File: config.mk
export PLATFORM = sky130hd
export DESIGN_NAME = uart_frame_assembler
export DESIGN_NICKNAME = d
export VERILOG_FILES = /design/src/rtl/uart_frame_pkg.sv /design/src/rtl/frame_gap_timer.sv /design/src/rtl/uart_frame_assembler.sv
export SDC_FILE = /design/constraint.sdc
export NUM_CORES = 1
export LEC_CHECK = 0
export ABC_AREA = 1
export CAP_MARGIN = 20
export CELL_PAD_IN_SITES_DETAIL_PLACEMENT = 0
export CELL_PAD_IN_SITES_GLOBAL_PLACEMENT = 2
export CORE_UTILIZATION = 40
export DETAILED_ROUTE_END_ITERATION = 16
export PLACE_DENSITY = 0.84
export SETUP_SLACK_MARGIN = 0.1
export SYNTH_ARGS = -nofsm -noshare
export SYNTH_HDL_FRONTEND = slang
export SYNTH_SLANG_ARGS = --single-unit
File: constraint.sdc
create_clock -name clk -period 5.2 [get_ports clk]
set_input_delay 1.04 -clock clk [delete_from_list [all_inputs] [get_ports clk]]
set_output_delay 1.04 -clock clk [all_outputs]
set_load 0.1 [all_outputs]
File: src/rtl/uart_frame_pkg.sv
// Shared types and defaults for the UART frame assembler slice.
// State encoding, channel byte type and default sync/gap constants.
package uart_frame_pkg;

    typedef enum logic [2:0] {
        HUNT,
        SYNC,
        PAYLOAD,
        CSUM,
        COMMIT
    } state_t;

    typedef logic [7:0] chan_t;

    localparam chan_t DEF_SYNC0      = 8'hA5;
    localparam chan_t DEF_SYNC1      = 8'h5A;
    localparam int    DEF_GAP_CYCLES = 50000;

endpackage

File: src/rtl/frame_gap_timer.sv
// Inter-byte gap watchdog: down-counter reloaded on each byte.
// Fires once GAP_CYCLES idle cycles have elapsed while running.
module frame_gap_timer
    import uart_frame_pkg::*;
#(
    parameter int GAP_CYCLES = DEF_GAP_CYCLES
) (
    input  logic clk,
    input  logic rst_n,
    input  logic run,
    input  logic reload,
    output logic timeout
);

    localparam int W = $clog2(GAP_CYCLES + 1);
    localparam logic [W-1:0] LOAD = W'(GAP_CYCLES);
    localparam logic [W-1:0] ONE  = W'(1);

    logic [W-1:0] cnt;

    always_ff @(posedge clk or negedge rst_n) begin
        if (!rst_n) begin
            cnt <= LOAD;
        end else if (reload || !run) begin
            cnt <= LOAD;
        end else if (cnt != '0) begin
            cnt <= cnt - ONE;
        end
    end

    assign timeout = run && !reload && (cnt == '0);

endmodule

File: src/rtl/uart_frame_assembler.sv
// UART byte stream -> NUM_CH-channel frame publisher with ready/ack handshake.
// Optional trailing sum byte is enabled by defining CHECKSUM_EN.
module uart_frame_assembler
    import uart_frame_pkg::*;
#(
    parameter int    NUM_CH     = 32,
    parameter chan_t SYNC0      = DEF_SYNC0,
    parameter chan_t SYNC1      = DEF_SYNC1,
    parameter int    GAP_CYCLES = DEF_GAP_CYCLES
) (
    input  logic       clk,
    input  logic       rst_n,
    input  chan_t      rx_byte,
    input  logic       rx_byte_valid,
    output chan_t      out_channel_data [NUM_CH],
    output logic       data_ready,
    input  logic       data_acknowledge,
    output logic [7:0] frame_err_cnt,
    output logic [7:0] overrun_cnt,
    output logic       busy
);

    localparam int IDX_W = (NUM_CH > 1) ? $clog2(NUM_CH) : 1;
    localparam logic [IDX_W-1:0] LAST    = IDX_W'(NUM_CH - 1);
    localparam logic [IDX_W-1:0] IDX_ONE = IDX_W'(1);

    state_t state, state_nxt;

    logic [IDX_W-1:0] idx;
    chan_t            shadow [NUM_CH];
`ifdef CHECKSUM_EN
    chan_t            sum;
`endif

    logic gap_to;
    logic start;
    logic store;
    logic commit;
    logic err_evt;
    logic accept;
    logic overrun;

    assign busy = (state != HUNT);

    frame_gap_timer #(
        .GAP_CYCLES (GAP_CYCLES)
    ) u_gap (
        .clk     (clk),
        .rst_n   (rst_n),
        .run     (busy),
        .reload  (rx_byte_valid),
        .timeout (gap_to)
    );

    always_ff @(posedge clk or negedge rst_n) begin
        if (!rst_n) begin
            state <= HUNT;
        end else begin
            state <= state_nxt;
        end
    end

    always_comb begin
        state_nxt = state;
        start     = 1'b0;
        store     = 1'b0;
        commit    = 1'b0;
        err_evt   = 1'b0;
        if (gap_to) begin
            state_nxt = HUNT;
            err_evt   = 1'b1;
        end else begin
            unique case (state)
                HUNT: begin
                    if (rx_byte_valid && rx_byte == SYNC0) begin
                        state_nxt = SYNC;
                    end
                end
                SYNC: begin
                    if (rx_byte_valid) begin
                        if (rx_byte == SYNC1) begin
                            state_nxt = PAYLOAD;
                            start     = 1'b1;
                        end else if (rx_byte != SYNC0) begin
                            state_nxt = HUNT;
                        end
                    end
                end
                PAYLOAD: begin
                    if (rx_byte_valid) begin
                        store = 1'b1;
                        if (idx == LAST) begin
`ifdef CHECKSUM_EN
                            state_nxt = CSUM;
`else
                            state_nxt = COMMIT;
`endif
                        end
                    end
                end
                CSUM: begin
`ifdef CHECKSUM_EN
                    if (rx_byte_valid) begin
                        if (rx_byte == sum) begin
                            state_nxt = COMMIT;
                        end else begin
                            state_nxt = HUNT;
                            err_evt   = 1'b1;
                        end
                    end
`else
                    state_nxt = HUNT;
`endif
                end
                COMMIT: begin
                    commit    = 1'b1;
                    state_nxt = HUNT;
                end
                default: state_nxt = HUNT;
            endcase
        end
    end

    always_ff @(posedge clk or negedge rst_n) begin
        if (!rst_n) begin
            idx <= '0;
        end else if (start) begin
            idx <= '0;
        end else if (store) begin
            idx <= idx + IDX_ONE;
        end
    end

`ifdef CHECKSUM_EN
    always_ff @(posedge clk or negedge rst_n) begin
        if (!rst_n) begin
            sum <= '0;
        end else if (start) begin
            sum <= '0;
        end else if (store) begin
            sum <= sum + rx_byte;
        end
    end
`endif

    // Shadow is always fully rewritten before a commit, so it needs no reset.
    always_ff @(posedge clk) begin
        if (store) begin
            shadow[idx] <= rx_byte;
        end
    end

    assign accept  = commit && (!data_ready || data_acknowledge);
    assign overrun = commit && data_ready && !data_acknowledge;

    always_ff @(posedge clk or negedge rst_n) begin
        if (!rst_n) begin
            for (int i = 0; i < NUM_CH; i++) begin
                out_channel_data[i] <= '0;
            end
            data_ready <= 1'b0;
        end else if (accept) begin
            out_channel_data <= shadow;
            data_ready       <= 1'b1;
        end else if (data_ready && data_acknowledge) begin
            data_ready <= 1'b0;
        end
    end

    always_ff @(posedge clk or negedge rst_n) begin
        if (!rst_n) begin
            frame_err_cnt <= '0;
            overrun_cnt   <= '0;
        end else begin
            if (err_evt && frame_err_cnt != 8'hFF) begin
                frame_err_cnt <= frame_err_cnt + 8'd1;
            end
            if (overrun && overrun_cnt != 8'hFF) begin
                overrun_cnt <= overrun_cnt + 8'd1;
            end
        end
    end

endmodule

==> results.json, run 1 <==
{
  "ys.flop_type": "dfrtp_1",
  "start_util_pct": 40.7,
  "first_global_vias": 12300,
  "cts_num_sinks": 553,
  "synth_seq_cells": 553,
  "setup.worst_path.start_class": "flip-flop",
  "detail_route.wl_per_cell_microns": 18.1,
  "p_leak_nw": 11.3,
  "clk_pin_slew_ns": 0.06,
  "fillers": 4582,
  "drcViolationCount": 0,
  "drive_above_1_share_pct": 15.9,
  "gp_congestion": 0.794,
  "synth_edf_count": 256,
  "whs_path_depth": 2,
  "ant_nets": 0,
  "io_buffer_count": 285,
  "synthAdderAreaFrac_pct": 0.476,
  "period_share_pct": 66.2,
  "cts_tree": "done",
  "yosys.area_share.simple_pct": 10.4,
  "ctsResizeCount": 0,
  "slew_headroom_pct": 28.2,
  "drv_slew": 0,
  "setup_tns_ns": 0,
  "gr-total-overflow": 0,
  "synth-compound-area-share_pct": 8.63,
  "grt_max_degree": 133,
  "post-cts-setup-buffer-count": 0,
  "hold_path.startpoint": "out_channel_data[86]",
  "fin_nets": 2024,
  "synth_cells": 1705,
  "grt_util_all_layers_pct": 18.7,
  "root_buffer": "clkbuf_16",
  "min-delay-path-class": "flip-flop to flip-flop",
  "clock_skew_ns": 0.0235,
  "finalPower_mw": 10.0,
  "powerDensity_nw_per_um2": 381,
  "arrival_ns": 2.40,
  "drt-initial-drc-count": 775,
  "final-setup-viol-count": 0,
  "cp.required_ns": 4.16,
  "syn-cell-area_sq_um": 21000,
  "path_class": "flip-flop to primary output",
  "worstPathMaxFanout": 4,
  "synthMuxAreaShare_pct": 0,
  "dp_hpwl_microns": 31100,
  "vias_per_cell": 4.59,
  "syn_area_per_cell_sq_um": 12.3,
  "fin_crit_ns": 3.44,
  "synthArstFlopShare_pct": 53.7,
  "syn2layout_area_growth_pct": 25.0,
  "cap_violations": 0,
  "seq_area_frac_synth_pct": 71.9,
  "antenna_found_initial": 1,
  "synth_nets": 1725,
  "drt_wl_total_microns": 49500,
  "cts.path.max_buffers": 3,
  "r2r_slack_ns": 2.47,
  "numCtsBuffers": 56,
  "multi_input_area_sq_um": 4250,
  "cts_hold_buf": 0,
  "fp.coreArea_sq_um": 51600,
  "maxClockFrequency_mhz": 290,
  "synth_xor_area_share_pct": 0.666,
  "end_kind": "primary output",
  "ys_warn_count": 0,
  "r2r.worst_path.cells": 5,
  "vias": 12500,
  "tightest_slew_ns": 1.07,
  "die_x_microns": 231,
  "synth_cell_type_count": 37,
  "clock_latency_ns": 0.60,
  "grt_pass1_wl_microns": 75300,
  "min_to": "out_channel_data[86]",
  "ios": 286,
  "regArea_sq_um": 15100,
  "synth_top_family_by_area": "simple AND/OR/NAND/NOR gates",
  "peakVddDrop_mv": 0.248,
  "rsz0062_at_grt": "false",
  "reg2reg_to": "shadow[23]",
  "finalHoldViolCount": 0,
  "reg2reg_from": "state[0]",
  "worst_hold_slack_ns": 0.484,
  "drt-pass1-iter-count": 6,
  "htreeDepth": 2,
  "status": "complete, no violations",
  "dieArea_sq_um": 53500,
  "die_height_microns": 231,
  "row_count": 83
}
==> how the worst max path moves through the flow <==
stage,startpoint,endpoint,cells after the start
floorplan,state[0],busy,2
global placement,rx_byte_valid,shadow[171],5
detailed placement,rx_byte_valid,shadow[106],5
CTS,state[0],busy,3
global route,state[0],busy,3
finish,state[0],busy,3
==> synthesized netlist by cell type, types with 3 or more instances <==
master    instances  area share (%)
dfstp_2           6            0.75
inv_1           295             5.3
a21oi_1           9            0.21
buf_12           10            0.95
o21ai_0          10            0.24
xnor2_1           7            0.29
nand2_2          91             2.7
buf_4            30             1.1
nand4_1           4            0.12
buf_2            12            0.29
edfxtp_1        256              37
inv_2             3           0.054
buf_1             3           0.054
o21ai_1         161             3.8
nor2_2            4            0.12
ha_1              8            0.48
xor2_1            9            0.37
nor2_1           72             1.3
dfrtp_1         291              35
nand3_1          31            0.74
nor3_1           12            0.29
nand2_1         262             4.7
o21ai_2         100             4.2
==> stage by stage <==
step           utilization, %  std cells  area (sq um)  setup slack, ns
2_1_floorplan               -       1705         21000             3.01
3_3_place_gp             47.2       2626         24400             1.56
3_5_place_dp             47.2       2626         24400             1.47
4_1_cts                  50.9       2730         26300             1.69
5_1_grt                  50.9       2730         26300             1.63
6_report                 50.9       2732         26300             1.76
==> cells in the final DEF, fill, tap and decap left out, types with 4 or more instances in the layout <==
cell type	count
inv_1	295
dfrtp_1	291
clkdlybuf4s50_1	276
nand2_1	262
edfxtp_1	256
o21ai_1	161
o21ai_2	100
nand2_2	91
nor2_1	72
clkbuf_16	58
nand3_1	31
clkinv_2	12
nor3_1	10
o21ai_0	10
clkbuf_1	10
buf_4	10
xor2_1	9
a21oi_1	9
clkbuf_8	9
ha_1	8
buf_2	8
xnor2_1	7
bufinv_16	6
buf_12	6
dfstp_2	6
clkinv_1	5
nand4_1	4
nor2_2	4
==> cell type report <==
class	count	area share, %
Inverter	298	4.26
Tap cell	680	3.24
Sequential cell	553	57.6
Multi-Input combinational cell	794	16.2
Timing Repair Buffer	301	11.5
Clock inverter	27	1.14
Antenna cell	2	0.0190
Clock buffer	77	6.14
==> critical path, stage by stage, from the launching register on <==
cell and delay [ns]:
dfrtp_1 0.41, nor2_1 0.09, nand2_1 0.11, clkdlybuf4s50_1 1.18
==> power breakdown <==
group,switching [mW],internal [mW]
Clock,1.64,2.46
Combinational,0.897,0.234
Sequential,0.0875,4.68
==> cell families after synthesis <==
family          after synthesis
flops                       553
xor+xnor                     16
compound gates              285
buf+inv                     358
fa+ha+maj                     8
simple gates                485
==> layer usage <==
| metal | global-route usage [%] | up-vias | wire (microns) |
|---|---|---|---|
| li1 | - | 6099 | - |
| met1 | 26.1 | 6118 | 22600 |
| met2 | 30.1 | 256 | 23700 |
| met3 | 3.96 | 63 | 2330 |
| met4 | 4.26 | 2 | 825 |
| met5 | 0 | - | 13 |
==> flip-flops by register name, indices dropped and copies added, names as in the netlist <==
register	cells
u_gap.cnt	16
out_channel_data	256
data_ready	1
state	3
overrun_cnt	8
shadow	256
frame_err_cnt	8
idx	5
No activity file was read; power rests on OpenSTA's default activity.
==> run 2: changes to the inputs <==
--- a/config.mk
+++ b/config.mk
@@ -9,9 +9,9 @@
 export CAP_MARGIN = 20
 export CELL_PAD_IN_SITES_DETAIL_PLACEMENT = 0
 export CELL_PAD_IN_SITES_GLOBAL_PLACEMENT = 2
-export CORE_UTILIZATION = 40
+export CORE_UTILIZATION = 37
 export DETAILED_ROUTE_END_ITERATION = 16
-export PLACE_DENSITY = 0.84
+export PLACE_DENSITY = 0.78
 export SETUP_SLACK_MARGIN = 0.1
 export SYNTH_ARGS = -nofsm -noshare
 export SYNTH_HDL_FRONTEND = slang
==> constraint.sdc (replaced) <==
create_clock -name clk -period 3.4 [get_ports clk]
set_input_delay 0.68 -clock clk [delete_from_list [all_inputs] [get_ports clk]]
set_output_delay 0.68 -clock clk [all_outputs]
set_load 0.1 [all_outputs]
==> results.json, run 2 (synthesis results as in run 1) <==
{
  "status": "complete, no violations",
  "tightest_slew_ns": 0.980,
  "cts.path.max_buffers": 3,
  "ios": 286,
  "grt_max_degree": 77,
  "peakVddDrop_mv": 0.365,
  "grt_pass1_wl_microns": 77800,
  "fin_cells": 2861,
  "min-delay-path-class": "primary input to async pin",
  "end_kind": "primary output",
  "clock_skew_ns": 0.0167,
  "cp_num_buf_inv": 1,
  "cp.required_ns": 2.72,
  "ctsResizeCount": 0,
  "dieArea_sq_um": 57800,
  "vias_per_cell": 4.53,
  "p_clk_share_pct": 42.3,
  "cts_hold_buf": 0,
  "vias": 13000,
  "path_class": "flip-flop to primary output",
  "maxClockFrequency_mhz": 354,
  "cap_violations": 0,
  "finalHoldViolCount": 0,
  "final-setup-viol-count": 0,
  "start_util_pct": 37.4,
  "row_count": 87,
  "syn2layout_area_growth_pct": 25.7,
  "fin_crit_ns": 2.83,
  "die_height_microns": 240,
  "critical-path-slowest-cell": "clkdlybuf4s50_1",
  "period_share_pct": 83.1,
  "drt-initial-drc-count": 842,
  "p_sw_share_pct": 26.7,
  "die_x_microns": 240,
  "io_buffer_count": 285,
  "clock_latency_ns": 0.61,
  "clk_pin_slew_ns": 0.06,
  "cts_tree": "done",
  "path_cells": "clkdlybuf4s50_1",
  "p_leak_nw": 12.1,
  "fillers": 5108,
  "fp.coreArea_sq_um": 56300,
  "detail_route.wl_per_cell_microns": 18.0,
  "dp_hpwl_microns": 33700,
  "worstPathMaxFanout": 2,
  "setup_tns_ns": 0,
  "grt_util_all_layers_pct": 18.0,
  "reg_top3": "out_channel_data: 256 flops, shadow: 256 flops, u_gap.cnt: 16 flops",
  "rsz0062_at_grt": "false",
  "drive_above_1_share_pct": 28.6,
  "p_switching_mw": 4.16,
  "ant_nets": 0,
  "cts_num_sinks": 553,
  "diodes": 0,
  "dp.cells": 2751,
  "setup.worst_path.start_class": "flip-flop",
  "final_cell_mix": "295 x inv_1, 291 x dfrtp_1, 270 x buf_4, 262 x nand2_1, 256 x edfxtp_1",
  "antenna_found_initial": 1,
  "drv_slew": 0,
  "slowest_delay_ns": 1.15,
  "drt_wl_total_microns": 51500,
  "htreeDepth": 2,
  "root_buffer": "clkbuf_16",
  "drcViolationCount": 0,
  "gr-total-overflow": 0,
  "mostFrequentLayoutCell": "inv_1",
  "internal-power_mw": 11.5,
  "post-cts-setup-buffer-count": 0,
  "arrival_ns": 2.15,
  "slew_headroom_pct": 34.4,
  "p_seq_share_pct": 46.7,
  "critical-path-top-delay-family": "buffers and inverters",
  "drt-pass1-iter-count": 5,
  "p_comb_share_pct": 10.9,
  "powerDensity_nw_per_um2": 591,
  "fin_nets": 2075,
  "numCtsBuffers": 58,
  "first_global_vias": 12900,
  "gp_congestion": 0.774
}
## run 2: cell types whose count changed in the layout (fill, tap and decap cells not counted), sizes merged, moves of 2 or more
cell	before	now
clkdlybuf4s50	276	55
clkbuf	77	73
buf	25	295
diode	2	0
inv	298	300
clkinv	19	25
## run 2: metrics by stage
stage	setup slack, ns	utilization (%)	hold slack, ns	power (mW)	cell area [sq um]
after floorplan	1.22	-	0.384	8.60	21000
after CTS	0.516	47.0	0.0670	15.8	26400
final	0.573	47.0	0.0296	15.6	26400
after global placement	0.392	43.3	0.470	9.14	24400
after global routing	0.486	47.0	0.0679	16.1	26400
after detailed placement	0.334	43.3	0.475	9.15	24400
## run 2: metal layers
metal | up-vias | GRT usage [%] | part of all wire [%]
met5 | - | 0 | 0
met4 | 0 | 4.38 | 1.8
met3 | 67 | 3.55 | 5.1
met2 | 285 | 30.0 | 49
met1 | 6395 | 24.1 | 44
li1 | 6223 | - | -
## run 2: worst paths after layout
check / slack [ns] / endpoint / depth (start not counted) / from
setup / recovery: 0.57 / out_channel_data[76] / 1 / out_channel_data[76]
hold / removal: 0.03 / out_channel_data[229] / 1 / rst_n
setup reg to reg: 0.97 / shadow[106] / 6 / state[0]
min in group clk: 0.47 / shadow[251] / 1 / rx_byte[3]
hold reg to reg: 0.49 / out_channel_data[155] / 2 / out_channel_data[155]
max in group asynchronous: 2.45 / out_channel_data[211] / 2 / rst_n
## run 2: cell type report
class | count | area, sq um | share of cell area (%)
Clock buffer | 73 | 1640 | 6.22
Clock inverter | 37 | 390 | 1.48
Inverter | 298 | 1120 | 4.23
Multi-Input combinational cell | 794 | 4250 | 16.1
Sequential cell | 553 | 15100 | 57.2
Tap cell | 756 | 946 | 3.58
Timing Repair Buffer | 350 | 2950 | 11.2
## run 2: power groups by stage
| stage | clock network [mW] | registers (mW) | logic (mW) |
|---|---|---|---|
| 2_1_floorplan | 0 | 8.22 | 0.383 |
| 3_3_place_gp | 0 | 7.43 | 1.72 |
| 3_5_place_dp | 0 | 7.43 | 1.73 |
| 4_1_cts | 6.77 | 7.30 | 1.73 |
| 5_1_grt | 7.02 | 7.31 | 1.82 |
| 6_report | 6.61 | 7.29 | 1.71 |
==> run 3: changes to the inputs <==
==> constraint.sdc (replaced) <==
create_clock -name clk -period 2.65 [get_ports clk]
set_input_delay 0.53 -clock clk [delete_from_list [all_inputs] [get_ports clk]]
set_output_delay 0.53 -clock clk [all_outputs]
set_load 0.1 [all_outputs]
==> results.json, run 3 (synthesis results as in run 1) <==
{
  "die_height_microns": 240,
  "reg_top3": "out_channel_data: 256 flops, shadow: 256 flops, u_gap.cnt: 16 flops",
  "fin_nets": 2081,
  "gp_congestion": 0.801,
  "p_leak_nw": 12.2,
  "end_kind": "flip-flop",
  "clock_latency_ns": 0.62,
  "arrival_ns": 2.50,
  "tightest_slew_ns": 0.730,
  "grt_pass1_wl_microns": 78000,
  "internal-power_mw": 14.2,
  "multi_input_area_sq_um": 4250,
  "cts.path.max_buffers": 3,
  "setup_tns_ns": 0,
  "grt_util_all_layers_pct": 18.2,
  "antenna_found_initial": 4,
  "finalHoldViolCount": 0,
  "vias": 12800,
  "final-setup-viol-count": 0,
  "fillers": 5155,
  "die_x_microns": 240,
  "cap_violations": 0,
  "final_cell_mix": "330 x buf_4, 295 x inv_1, 291 x dfrtp_1, 262 x nand2_1, 256 x edfxtp_1",
  "worst_hold_slack_ns": 0.301,
  "fin_crit_ns": 2.19,
  "p_comb_share_pct": 11.2,
  "cp.required_ns": 2.96,
  "p_seq_share_pct": 47.9,
  "first_global_vias": 12600,
  "drcViolationCount": 0,
  "maxClockFrequency_mhz": 457,
  "ant_nets": 0,
  "clk_pin_slew_ns": 0.06,
  "finalPower_mw": 19.5,
  "drt_wl_total_microns": 51800,
  "io_buffer_count": 285,
  "fin_cells": 2866,
  "p_clk_share_pct": 40.9,
  "cts_num_sinks": 553,
  "drt-pass1-iter-count": 5,
  "diodes": 0,
  "regArea_sq_um": 15100,
  "setup.worst_path.start_class": "flip-flop",
  "period_share_pct": 82.6,
  "ctsResizeCount": 0,
  "post-cts-setup-buffer-count": 0,
  "detail_route.wl_per_cell_microns": 18.1,
  "vias_per_cell": 4.45,
  "peakVddDrop_mv": 0.569,
  "start_util_pct": 37.4,
  "cts_hold_buf": 1,
  "drv_slew": 0,
  "fin_util_pct": 46.5,
  "powerDensity_nw_per_um2": 747,
  "ios": 286,
  "reg2reg_from": "state[0]",
  "mostFrequentLayoutCell": "buf_4",
  "dp.cells": 2757,
  "gr-total-overflow": 0,
  "drive_above_1_share_pct": 30.8,
  "rsz0062_at_grt": "false",
  "status": "complete, no violations",
  "drt-initial-drc-count": 686,
  "numCtsBuffers": 57,
  "grt_max_degree": 67,
  "worstPathMaxFanout": 8,
  "dieArea_sq_um": 57800,
  "syn2layout_area_growth_pct": 24.5,
  "root_buffer": "clkbuf_16",
  "clock_skew_ns": 0.0181,
  "fp.coreArea_sq_um": 56300,
  "dp_hpwl_microns": 33800,
  "min-delay-path-class": "primary input to flip-flop",
  "p_sw_share_pct": 27.2,
  "htreeDepth": 2,
  "slew_headroom_pct": 51.2,
  "startpoint": "state[0]",
  "hold_path.startpoint": "rx_byte[0]",
  "p_switching_mw": 5.32,
  "cts_tree": "done",
  "row_count": 87,
  "path_class": "flip-flop to flip-flop"
}
## run 3: changes by cell type in the layout (fill, tap and decap cells not counted), moves of 2 or more
| cell | previous run | this run |
|---|---|---|
| buf_4 | 270 | 330 |
| clkdlybuf4s50_1 | 55 | 2 |
| clkbuf_1 | 6 | 17 |
| clkinv_2 | 15 | 10 |
| clkbuf_16 | 62 | 58 |
| bufinv_16 | 7 | 5 |
| clkbuf_8 | 5 | 3 |
## run 3: power groups by stage
stage                     clock [mW]  sequential (mW)  combinational (mW)
after global placement             0             9.52                2.21
after global routing            8.55             9.38                2.33
final                           8.00             9.36                2.19
after floorplan                    0             10.5               0.491
after detailed placement           0             9.53                2.22
after CTS                       8.22             9.36                2.22
## run 3: layout make-up
type                       count  area share (%)
clock buffer                  78            5.95
multi-input combinational    794            16.2
clock inverter                30            1.19
inverter                     298            4.27
tap                          756            3.61
timing repair buffer         357            10.9
sequential                   553            57.8
## run 3: final timing paths
path / endpoint / slack, ns / depth (start not counted)
hold reg to reg: out_channel_data[58] / 0.49 / 2
hold / removal: shadow[248] / 0.30 / 1
min in group asynchronous: overrun_cnt[0] / 0.45 / 2
max in group asynchronous: out_channel_data[83] / 1.35 / 3
setup reg to reg: shadow[26] / 0.46 / 6
setup / recovery: shadow[26] / 0.46 / 6
## run 3: metrics by stage
| stage | area, sq um | setup slack [ns] |
|---|---|---|
| 3_3_place_gp | 24300 | 0.0141 |
| 3_5_place_dp | 24300 | -0.00484 |
| 2_1_floorplan | 21000 | 0.473 |
| 4_1_cts | 26200 | 0.432 |
| 6_report | 26200 | 0.461 |
| 5_1_grt | 26200 | 0.316 |
## run 3: critical path: stages (launching register included)
cell	delay (ns)
dfrtp_1	0.42
nor3_2	0.27
nand2_1	0.13
inv_2	0.14
nand2_1	0.46
nor2_1	0.26
buf_4	0.21
## run 3: metal layers
layer	track usage (%)	wire [microns]	up-vias
li1	-	-	6209
met1	24.9	23200	6239
met2	29.5	24900	240
met3	3.75	2610	74
met4	4.59	981	4
met5	0	28	-
